**config.mk**
```make
export PLATFORM = sky130hd
export DESIGN_NAME = pipelined_rc_adder_flat
export DESIGN_NICKNAME = d
export VERILOG_FILES = /design/src/rtl/pipelined_rc_adder_pkg.sv /design/src/rtl/pipelined_rc_adder_if.sv /design/src/rtl/pipelined_rc_adder_add_slice.sv /design/src/rtl/pipelined_rc_adder.sv /design/src/flat_wrapper.sv
export SDC_FILE = /design/constraint.sdc
export NUM_CORES = 1
export LEC_CHECK = 0
export BUFFER_PORTS_ARGS = -buffer_cell sky130_fd_sc_hd__buf_2
export CORE_MARGIN = 1
export CORE_UTILIZATION = 40
export CTS_CLUSTER_DIAMETER = 200
export DETAILED_ROUTE_END_ITERATION = 8
export SETUP_SLACK_MARGIN = 0.2
export SYNTH_ARGS = -nofsm -noshare
export SYNTH_HDL_FRONTEND = slang
export SYNTH_SLANG_ARGS = --single-unit
```
**constraint.sdc**
```tcl
create_clock -name clk -period 3.93 [get_ports clk]
set_input_delay 0.786 -clock clk [delete_from_list [all_inputs] [get_ports clk]]
set_output_delay 0.786 -clock clk [all_outputs]
set_load 0.1 [all_outputs]
```
**src/rtl/pipelined_rc_adder_pkg.sv**
```systemverilog
// pipelined_rc_adder_pkg: shared sizing helpers for the pipelined ripple-carry adder
package pipelined_rc_adder_pkg;
  function automatic int slice_width(input int width, input int stages);
    return width / stages;
  endfunction
  function automatic bit shape_ok(input int width, input int stages);
    return stages >= 1 && stages <= width && (width % stages) == 0;
  endfunction
endpackage

```
**src/rtl/pipelined_rc_adder_if.sv**
```systemverilog
// pipelined_rc_adder_if: operand and result streams of the pipelined adder
interface pipelined_rc_adder_if #(parameter int WIDTH = 16);
  logic in_valid;
  logic in_ready;
  logic [WIDTH-1:0] a;
  logic [WIDTH-1:0] b;
  logic cin;
  logic sub;
  logic out_valid;
  logic out_ready;
  logic [WIDTH-1:0] sum;
  logic cout;
  logic ovf;
  modport master (output in_valid, a, b, cin, sub, out_ready,
                  input in_ready, out_valid, sum, cout, ovf);
  modport slave (input in_valid, a, b, cin, sub, out_ready,
                 output in_ready, out_valid, sum, cout, ovf);
endinterface

```
**src/rtl/pipelined_rc_adder_add_slice.sv**
```systemverilog
// add_slice: combinational ripple-carry slice built from full_adder cells
module full_adder (
  input  logic a,
  input  logic b,
  input  logic ci,
  output logic s,
  output logic co
);
  assign s = a ^ b ^ ci;
  assign co = (a & b) | (ci & (a ^ b));
endmodule

module add_slice #(parameter int N = 4) (
  input  logic [N-1:0] a,
  input  logic [N-1:0] b,
  input  logic ci,
  output logic [N-1:0] s,
  output logic co
);
  logic [N:0] c;
  assign c[0] = ci;
  assign co = c[N];
  for (genvar i = 0; i < N; i++) begin : g_fa
    full_adder u_fa (.a(a[i]), .b(b[i]), .ci(c[i]), .s(s[i]), .co(c[i+1]));
  end
endmodule

```
**src/rtl/pipelined_rc_adder.sv**
```systemverilog
// pipelined_rc_adder: add/subtract split into STAGES ripple slices with registered carries
module pipelined_rc_adder
  import pipelined_rc_adder_pkg::*;
#(
  parameter int WIDTH = 16,
  parameter int STAGES = 4
) (
  input logic clk,
  input logic rst_n,
  pipelined_rc_adder_if.slave bus
);
  localparam int SL = slice_width(WIDTH, STAGES);
  localparam int L = STAGES - 1;
  localparam bit SHAPE_OK = shape_ok(WIDTH, STAGES);
  localparam logic [WIDTH-1:0] LOW = WIDTH'({SL{1'b1}});
  if (!SHAPE_OK) begin : g_bad_shape
    $error("WIDTH must be a multiple of STAGES");
  end
  logic [STAGES-1:0] v_r, c_r, iv, ic, co, adv;
  logic [STAGES-1:0][WIDTH-1:0] s_r, pa_r, pb_r, ia, ib, ip, ns;
  logic [STAGES-1:0][SL-1:0] ss;
  for (genvar k = 0; k < STAGES; k++) begin : g_stage
    if (k == 0) begin : g_first
      assign ia[k] = bus.a;
      assign ib[k] = bus.b ^ {WIDTH{bus.sub}};
      assign ic[k] = bus.cin ^ bus.sub;
      assign ip[k] = '0;
      assign iv[k] = bus.in_valid;
    end else begin : g_next
      assign ia[k] = pa_r[k-1];
      assign ib[k] = pb_r[k-1];
      assign ic[k] = c_r[k-1];
      assign ip[k] = s_r[k-1];
      assign iv[k] = v_r[k-1];
    end
    add_slice #(.N(SL)) u_slice (
      .a(ia[k][k*SL +: SL]), .b(ib[k][k*SL +: SL]), .ci(ic[k]), .s(ss[k]), .co(co[k])
    );
    // splice this stage's slice into the low bits already computed upstream
    assign ns[k] = (ip[k] & ~(LOW << (k*SL))) | (WIDTH'(ss[k]) << (k*SL));
  end
  // a stage may load when it is empty or its content moves on this edge
  always_comb begin
    logic nxt;
    nxt = bus.out_ready;
    adv = '0;
    for (int k = L; k >= 0; k--) begin
      adv[k] = !v_r[k] || nxt;
      nxt = adv[k];
    end
  end
  always_ff @(posedge clk)
    for (int k = 0; k < STAGES; k++)
      if (!rst_n) begin
        v_r[k] <= 1'b0;
        c_r[k] <= 1'b0;
        s_r[k] <= '0;
        pa_r[k] <= '0;
        pb_r[k] <= '0;
      end else if (adv[k]) begin
        v_r[k] <= iv[k];
        c_r[k] <= co[k];
        s_r[k] <= ns[k];
        pa_r[k] <= ia[k];
        pb_r[k] <= ib[k];
      end
  assign bus.in_ready = rst_n && adv[0];
  assign bus.out_valid = v_r[L];
  assign bus.sum = s_r[L];
  assign bus.cout = c_r[L];
  assign bus.ovf = (pa_r[L][WIDTH-1] == pb_r[L][WIDTH-1]) && (s_r[L][WIDTH-1] != pa_r[L][WIDTH-1]);
endmodule

```
**src/flat_wrapper.sv**
```systemverilog
// flat-port wrapper written by rule: the top's interface ports become plain ports
module pipelined_rc_adder_flat import pipelined_rc_adder_pkg::*;
#(
  parameter int WIDTH = 16,
  parameter int STAGES = 4
)
  (clk, rst_n, bus_in_valid, bus_a, bus_b, bus_cin, bus_sub, bus_out_ready, bus_in_ready, bus_out_valid, bus_sum, bus_cout, bus_ovf);
  pipelined_rc_adder_if #(.WIDTH(WIDTH)) bus_i ();
  input logic clk;
  input logic rst_n;
  input wire logic [$bits(bus_i.in_valid)-1:0] bus_in_valid;
  input wire logic [$bits(bus_i.a)-1:0] bus_a;
  input wire logic [$bits(bus_i.b)-1:0] bus_b;
  input wire logic [$bits(bus_i.cin)-1:0] bus_cin;
  input wire logic [$bits(bus_i.sub)-1:0] bus_sub;
  input wire logic [$bits(bus_i.out_ready)-1:0] bus_out_ready;
  output wire logic [$bits(bus_i.in_ready)-1:0] bus_in_ready;
  output wire logic [$bits(bus_i.out_valid)-1:0] bus_out_valid;
  output wire logic [$bits(bus_i.sum)-1:0] bus_sum;
  output wire logic [$bits(bus_i.cout)-1:0] bus_cout;
  output wire logic [$bits(bus_i.ovf)-1:0] bus_ovf;
  assign bus_i.in_valid = bus_in_valid;
  assign bus_i.a = bus_a;
  assign bus_i.b = bus_b;
  assign bus_i.cin = bus_cin;
  assign bus_i.sub = bus_sub;
  assign bus_i.out_ready = bus_out_ready;
  assign bus_in_ready = bus_i.in_ready;
  assign bus_out_valid = bus_i.out_valid;
  assign bus_sum = bus_i.sum;
  assign bus_cout = bus_i.cout;
  assign bus_ovf = bus_i.ovf;
  pipelined_rc_adder #(.WIDTH(WIDTH), .STAGES(STAGES)) u_core (.clk(clk), .rst_n(rst_n), .bus(bus_i));
endmodule
```
==> impl_metrics.json, run 1 <==
{
  "status": "finished clean",
  "diodes": 0,
  "hold_viol": 0,
  "ys.flop_type": "dfxtp_1",
  "arrival_ns": 2.11,
  "worst-r2r-setup-slack_ns": 1.75,
  "grt_overflow_total": 0,
  "h-tree-depth": 3,
  "setup_viol": 0,
  "grt_pass1_vias": 2895,
  "skew_ns": 0.00940,
  "synth.top_cells.by_area": "dfxtp_1 46%, nand2_1 13%, a21boi_0 10%, fa_1 7.5%, o211a_1 5.6%",
  "synthCells": 464,
  "clkTransAtPathRegs_ns": 0.09,
  "synth_most_common_cell": "nand2_1",
  "finalWorstSetupSlack_ns": 1.03,
  "path_common_cell": "buf_2",
  "worstSkewPairLatency_ns": 0.35,
  "grt_antenna_before_repair": 0,
  "ctsResizeCount": 0,
  "clock-sinks": 98,
  "p_leak_nw": 2.11,
  "drtPass1Iterations": 4,
  "root_buffer": "clkbuf_8",
  "grt_max_degree": 113,
  "critPathMaxFanout": 23,
  "synth_nets": 518,
  "dpl.hpwl_microns": 5310,
  "ys.warnings.count": 0,
  "drt-initial-drc-count": 85,
  "grtUsageTotal_pct": 15.4,
  "start_util_pct": 41.4,
  "synth_top_area_share_pct": 45.9,
  "ys_types": 26,
  "power_mw": 2.09,
  "synth_edf_count": 0,
  "die_area_sq_um": 11100,
  "num_vias": 3022,
  "cpMaxStageDelayCell": "buf_2",
  "cellPowerDensity_nw_per_um2": 435,
  "ctsHoldBuffers": 0,
  "hp-class": "reg -> reg",
  "gp_congestion": 0.759,
  "end_kind": "primary output",
  "ys_seq_area_share_pct": 45.9,
  "ys_top_cells_by_count": "151 x nand2_1, 98 x dfxtp_1, 57 x a21boi_0, 26 x inv_1, 24 x o211a_1",
  "io_buffers": 57,
  "drive_gt1_share_pct": 15.4,
  "startpoint_type": "primary input",
  "cts_buffers": 9,
  "async_flop_share_pct": 0,
  "cts_buffer_depth": 2,
  "place_ws_ns": 0.920,
  "coreArea_sq_um": 10300,
  "syn_to_final_growth_pct": 12.7,
  "avgSynthCellArea_sq_um": 9.20,
  "wl_per_cell_microns": 12.2,
  "placed_area_sq_um": 4580,
  "nets": 557,
  "grt_first_pass_wirelength_microns": 13800,
  "peakVddDrop_uv": 182,
  "fillers": 1024,
  "design_area_sq_um": 4810,
  "finalWirelength_microns": 7830,
  "drc_errors": 0,
  "fin_crit_ns": 2.90,
  "cp_cell_sequence": "buf_2 -> and4b_1 -> buf_4 -> nand2_4 -> and2_1 -> buf_2",
  "cts_tree": "done",
  "placementRows": 37,
  "cts_setup_buffers": 0,
  "synth_seq_cells": 98,
  "rsz0062_at_grt": "false",
  "synth_top_area_cell": "dfxtp_1",
  "tightest_slew_ns": 1.12,
  "maxCapViolCount": 0,
  "max_stage_delay_ns": 0.42,
  "die_h_microns": 105,
  "slew_headroom_pct": 24.9,
  "maxSlewViolCount": 0,
  "netlist_area_sq_um": 4270,
  "path_class": "in -> out",
  "required_ns": 3.14,
  "postRouteAntennaNets": 0,
  "fmax_mhz": 345,
  "finalSetupTns_ns": 0,
  "die_width_microns": 105,
  "finalCritPeriodShare_pct": 73.7,
  "ios": 58,
  "vias_per_cell": 4.69
}
[layout make-up]
| type | count | area [sq um] | share of cell area [%] |
|---|---|---|---|
| Sequential cell | 98 | 1960 | 40.8 |
| Tap cell | 136 | 170 | 3.54 |
| Clock buffer | 10 | 128 | 2.65 |
| Clock inverter | 6 | 105 | 2.18 |
| Timing Repair Buffer | 60 | 308 | 6.40 |
| Inverter | 26 | 97.6 | 2.03 |
| Multi-Input combinational cell | 308 | 2040 | 42.4 |
[flip-flops by register name, indices dropped and copies added, names as in the netlist]
register	flops
u_core.bus.sum	16
u_core.pb_r	1
u_core.ip	24
u_core.c_r	4
u_core.v_r	4
u_core.ib	24
u_core.ia	24
u_core.pa_r	1
[placed cells by master, fill, tap and decap left out, types with 9 or more instances in the layout]
cell,n
nand2_1,151
dfxtp_1,98
a21boi_0,57
buf_2,57
inv_1,26
o211a_1,24
xnor2_1,16
o21ai_0,16
fa_1,16
mux2i_1,14
clkbuf_8,9
[critical path, delay by kind of cell]
kind	cells	cell delay [ns]
buffers and inverters	3	0.75
AND/OR/NAND/NOR	3	0.55
[per-layer routing]
layer	global-route usage [%]	wire, microns
met5	0	0
met2	23.1	3220
met4	6.04	110
met1	21.8	4200
met3	2.60	305
[report_power, final]
part	switching, mW	total [mW]	internal (mW)
combinational	0.155	0.251	0.0961
clock	0.332	0.752	0.420
sequential	0.0346	1.09	1.06
total	0.522	2.09	1.57
[path summary, 6_finish.rpt]
kind / start / end / depth (start not counted)
hold / removal: u_core.bus.sum[13] / u_core.bus.sum[13] / 2
hold reg to reg: u_core.bus.sum[13] / u_core.bus.sum[13] / 2
setup reg to reg: u_core.c_r[2] / u_core.bus.sum[15] / 9
setup / recovery: bus_out_ready / bus_in_ready / 6
[cells by family (layout without fill, tap and decap cells)]
family / count (synthesis) / in the layout / share of synthesized area, %
simple gates: 161 / 161 / 15.5
compound gates: 100 / 100 / 18.0
flops: 98 / 98 / 45.9
buf+inv: 58 / 102 / 6.24
xor+xnor: 17 / 17 / 3.49
fa+ha+maj: 16 / 16 / 7.50
mux: 14 / 14 / 3.28
[per-stage QoR]
stage | util (%) | hold slack [ns] | cells
after floorplan | - | 0.438 | 464
after global placement | 44.4 | 0.449 | 628
after detailed placement | 44.4 | 0.454 | 628
after CTS | 46.6 | 0.468 | 644
after global routing | 46.6 | 0.487 | 644
final | 46.6 | 0.462 | 644
Power figures use the tool's default switching activity.
==> inputs of run 2 (changes only) <==
==> constraint.sdc (replaced) <==
create_clock -name clk -period 2.85 [get_ports clk]
set_input_delay 0.57 -clock clk [delete_from_list [all_inputs] [get_ports clk]]
set_output_delay 0.57 -clock clk [all_outputs]
set_load 0.1 [all_outputs]
==> run 2 against run 1 <==
  * Global-route usage is essentially flat
  * Total power grew 33%
  * Wire length grew 0.78%
  * Clock-buffer cell count is the same
  * Sequential share of layout area shrank 0.16 points
  * Clock skew shrank 0.0020 ns
  * Die area is the same
  * Largest cell class unchanged
==> impl_metrics.json, run 2 (same netlist as run 1, synthesis figures left out) <==
{
  "status": "finished clean",
  "drt-initial-drc-count": 87,
  "vias_per_cell": 4.72,
  "worstSkewPairLatency_ns": 0.35,
  "gp_congestion": 0.725,
  "maxSlewViolCount": 0,
  "hp-class": "in -> reg",
  "peakVddDrop_uv": 314,
  "final_common_cell": "nand2_1",
  "die_h_microns": 105,
  "placementRows": 37,
  "critPathMaxFanout": 3,
  "h-tree-depth": 3,
  "end_kind": "flip-flop",
  "drtPass1Iterations": 4,
  "ios": 58,
  "finalCritPeriodShare_pct": 81.4,
  "drc_errors": 0,
  "grt_first_pass_wirelength_microns": 13900,
  "ctsResizeCount": 0,
  "grt_antenna_before_repair": 0,
  "root_buffer": "clkbuf_8",
  "postRouteAntennaNets": 0,
  "startpoint_type": "primary input",
  "cts_buffer_depth": 2,
  "nets": 559,
  "die_area_sq_um": 11100,
  "cts_buffers": 9,
  "diodes": 0,
  "ctsHoldBuffers": 0,
  "cts_tree": "done",
  "wl_per_cell_microns": 12.2,
  "cts_setup_buffers": 0,
  "path_class": "in -> reg",
  "die_width_microns": 105,
  "num_vias": 3042,
  "cellPowerDensity_nw_per_um2": 578,
  "io_buffers": 57,
  "fin_crit_ns": 2.32,
  "grt_pass1_vias": 2997,
  "final_cell_mix": "151 x nand2_1, 98 x dfxtp_1, 57 x a21boi_0, 56 x buf_2, 26 x inv_1",
  "grtUsageTotal_pct": 15.3,
  "fmax_mhz": 431,
  "fin_hold_ws_ns": 0.449,
  "clock-sinks": 98,
  "required_ns": 3.07,
  "clkTransAtPathRegs_ns": 0.09,
  "setup_viol": 0,
  "coreArea_sq_um": 10300,
  "start_util_pct": 41.4,
  "grt_overflow_total": 0,
  "tightest_slew_ns": 0.985,
  "hold_viol": 0,
  "slew_headroom_pct": 34.3,
  "syn_to_final_growth_pct": 13.1,
  "grt_max_degree": 113,
  "dpl.hpwl_microns": 5310,
  "finalWirelength_microns": 7890,
  "finalSetupTns_ns": 0,
  "maxCapViolCount": 0,
  "arrival_ns": 2.54,
  "skew_ns": 0.00741,
  "rsz0062_at_grt": "false",
  "drive_gt1_share_pct": 16.3,
  "p_leak_nw": 2.10
}
==> run 2: changes by cell type in the layout (fill, tap and decap cells not counted), moves of 2 or more <==
cell        previous run  this run
fa_2                   0         2
clkinv_2               3         1
buf_4                  3         5
clkinvlp_4             0         2
fa_1                  16        14
==> run 2: layer usage <==
metal / vias up / wire, microns / global-route usage, %
met2: 57 / 3280 / 23.8
met1: 1405 / 4140 / 21.3
met3: 11 / 357 / 2.72
li1: 1569 / - / -
met5: - / 0 / 0
met4: 0 / 119 / 5.43
==> run 2: final timing paths <==
check	from	end	slack (ns)	depth (start not counted)
worst max-delay path	bus_sub	u_core.ip[19]	0.53	9
worst min-delay path	bus_a[8]	u_core.ia[24]	0.45	3
worst max register to register	u_core.c_r[1]	u_core.ip[59]	0.67	9
worst min register to register	u_core.bus.sum[13]	u_core.bus.sum[13]	0.46	2
==> run 2: area by class of cell <==
class	instances	area, sq um
timing repair buffer	62	338
tap	136	170
sequential	98	1960
clock inverter	5	80.1
fill	1023	5490
inverter	26	97.6
clock buffer	10	128
multi-input combinational	308	2060
==> run 2: power breakdown <==
part           internal (mW)  total (mW)  switching, mW
logic                  0.137       0.353          0.216
clock network          0.489       0.937          0.448
registers               1.45        1.50         0.0480
==> run 2: through the flow <==
stage | power [mW] | area, sq um | instances | setup WS (ns) | util, %
after global placement | 1.88 | 4620 | 630 | 0.179 | 44.8
after CTS | 2.83 | 4830 | 645 | 0.515 | 46.8
after floorplan | 1.79 | 4290 | 464 | 0.0945 | -
after detailed placement | 1.89 | 4620 | 630 | 0.160 | 44.8
final | 2.79 | 4830 | 645 | 0.531 | 46.8
after global routing | 2.93 | 4830 | 645 | 0.426 | 46.8
==> run 2: critical path, cell delays in order <==
cell	delay, ns
buf_2	0.14
xnor2_2	0.15
fa_2	0.36
fa_2	0.34
fa_1	0.36
inv_1	0.07
fa_1	0.40
nand2_1	0.07
mux2i_1	0.07
==> inputs of run 3 (changes only) <==
==> constraint.sdc (replaced) <==
create_clock -name clk -period 1.9 [get_ports clk]
set_input_delay 0.38 -clock clk [delete_from_list [all_inputs] [get_ports clk]]
set_output_delay 0.38 -clock clk [all_outputs]
set_load 0.1 [all_outputs]
==> run 3 against run 2 <==
  * Cell count up 1.9%
  * Largest cell class unchanged
  * The flow now finishes with violations (setup timing)
  * Sequential share of layout area fell by 1.1 points
  * Combinational power rose by 59%
  * Design area up 3.8%
  * Critical endpoint is now u_core.ip[59]
  * Highest routed layer unchanged
  * Clock-buffer cell count grew 1
==> impl_metrics.json, run 3 (same netlist as run 1, synthesis figures left out) <==
{
  "dp.cells": 637,
  "diodes": 0,
  "path_class": "reg -> reg",
  "cp-startpoint": "u_core.c_r[1]",
  "tightest_slew_ns": 0.502,
  "finalWirelength_microns": 8190,
  "grt_max_degree": 74,
  "fin_crit_ns": 2.06,
  "fillers": 1022,
  "rsz0062_at_grt": "true",
  "h-tree-depth": 3,
  "wl_per_cell_microns": 12.5,
  "critPathMaxFanout": 2,
  "cts_tree": "done",
  "layout.cells.non_filler": 657,
  "finalCritPeriodShare_pct": 108,
  "ios": 58,
  "startpoint_type": "flip-flop",
  "io_buffers": 57,
  "grtUsageTotal_pct": 15.9,
  "die_h_microns": 105,
  "clock-sinks": 98,
  "finalWorstSetupSlack_ns": -0.161,
  "hold_viol": 0,
  "postRouteAntennaNets": 0,
  "start_util_pct": 41.4,
  "cts_buffer_depth": 2,
  "coreArea_sq_um": 10300,
  "fin_util_pct": 48.6,
  "r2r-start": "u_core.c_r[1]",
  "placementRows": 37,
  "vias_per_cell": 4.63,
  "cellPowerDensity_nw_per_um2": 821,
  "power_mw": 4.12,
  "end_kind": "flip-flop",
  "drtPass1Iterations": 4,
  "worstHoldStart": "bus_a[15]",
  "maxSlewViolCount": 0,
  "grt_first_pass_wirelength_microns": 14200,
  "drt-initial-drc-count": 101,
  "nets": 571,
  "setup_viol": 4,
  "num_vias": 3044,
  "worstSkewPairLatency_ns": 0.36,
  "p_leak_nw": 2.15,
  "cts_buffers": 9,
  "violations": "setup timing",
  "grt_antenna_before_repair": 0,
  "syn_to_final_growth_pct": 17.4,
  "placed_area_sq_um": 4740,
  "required_ns": 2.20,
  "grt_pass1_vias": 2962,
  "die_area_sq_um": 11100,
  "drc_errors": 0,
  "clkTransAtPathRegs_ns": 0.09,
  "arrival_ns": 2.36,
  "design_area_sq_um": 5010,
  "hp-class": "in -> reg",
  "root_buffer": "clkbuf_8",
  "status": "finished with violations",
  "gp_congestion": 0.729,
  "grt_overflow_total": 0,
  "place_ws_ns": -0.555,
  "maxCapViolCount": 0,
  "drive_gt1_share_pct": 26.5,
  "final_cell_mix": "147 x nand2_1, 87 x dfxtp_1, 54 x a21boi_0, 52 x buf_2, 24 x o211a_1",
  "skew_ns": 0.0111,
  "die_width_microns": 105,
  "peakVddDrop_uv": 366,
  "final_common_cell": "nand2_1",
  "slew_headroom_pct": 66.5,
  "dpl.hpwl_microns": 5710,
  "fmax_mhz": 485
}
-- run 3: cell types whose count changed in the layout (fill, tap and decap cells not counted), sizes merged --
cell	delta
clkbuf	+2
buf	+11
bufinv	-1
-- run 3: layout make-up --
cell class / count / area, sq um / share of cell area (%)
clock buffers: 11 / 131 / 2.62
clock inverters: 4 / 53.8 / 1.07
well taps: 136 / 170 / 3.39
inverters: 26 / 97.6 / 1.95
multi-input cells: 308 / 2120 / 42.2
flip-flops and latches: 98 / 1980 / 39.5
repair buffers: 74 / 465 / 9.28
-- run 3: path summary, 6_finish.rpt --
path,end,slack (ns),depth (start not counted)
worst max-delay path,u_core.ip[59],-0.16,9
worst min-delay path,u_core.ia[31],0.25,3
worst max register to register,u_core.ip[59],-0.16,9
worst min register to register,u_core.bus.sum[6],0.46,2
-- run 3: worst max-delay path: stages (launching register included) --
cell	delay, ns
dfxtp_2	0.33
inv_2	0.05
fa_2	0.20
inv_2	0.04
fa_2	0.35
fa_2	0.35
inv_2	0.06
fa_2	0.43
nand2_2	0.06
o211a_1	0.14
-- run 3: timing repair --
item / in CTS / in global routing
gates cloned: 0 / 0
pin swaps: 1 / 4
setup buffers: 0 / 5
setup endpoints to repair: 14 / 14
resized for setup: 8 / 15
hold buffers: 0 / 0
-- run 3: metrics by stage --
step	hold WS [ns]	setup TNS, ns
after floorplan	0.436	-2.07
after global placement	0.448	-1.43
after detailed placement	0.453	-1.56
after CTS	0.242	-0.580
after global routing	0.247	-0.859
final	0.253	-0.552
-- run 3: layer usage --
| layer | track usage (%) | vias to the layer above | wire length (microns) |
|---|---|---|---|
| met5 | 0 | - | 0 |
| met4 | 5.73 | 0 | 99 |
| met3 | 3.03 | 13 | 313 |
| met2 | 22.8 | 62 | 3330 |
| met1 | 23.5 | 1373 | 4440 |
| li1 | - | 1596 | - |
-- run 3: power breakdown --
| group | internal (mW) | switching [mW] | total [mW] |
|---|---|---|---|
| Combinational | 0.230 | 0.333 | 0.563 |
| Clock | 0.605 | 0.691 | 1.30 |
| Sequential | 2.18 | 0.0751 | 2.26 |
| Total | 3.02 | 1.10 | 4.12 |
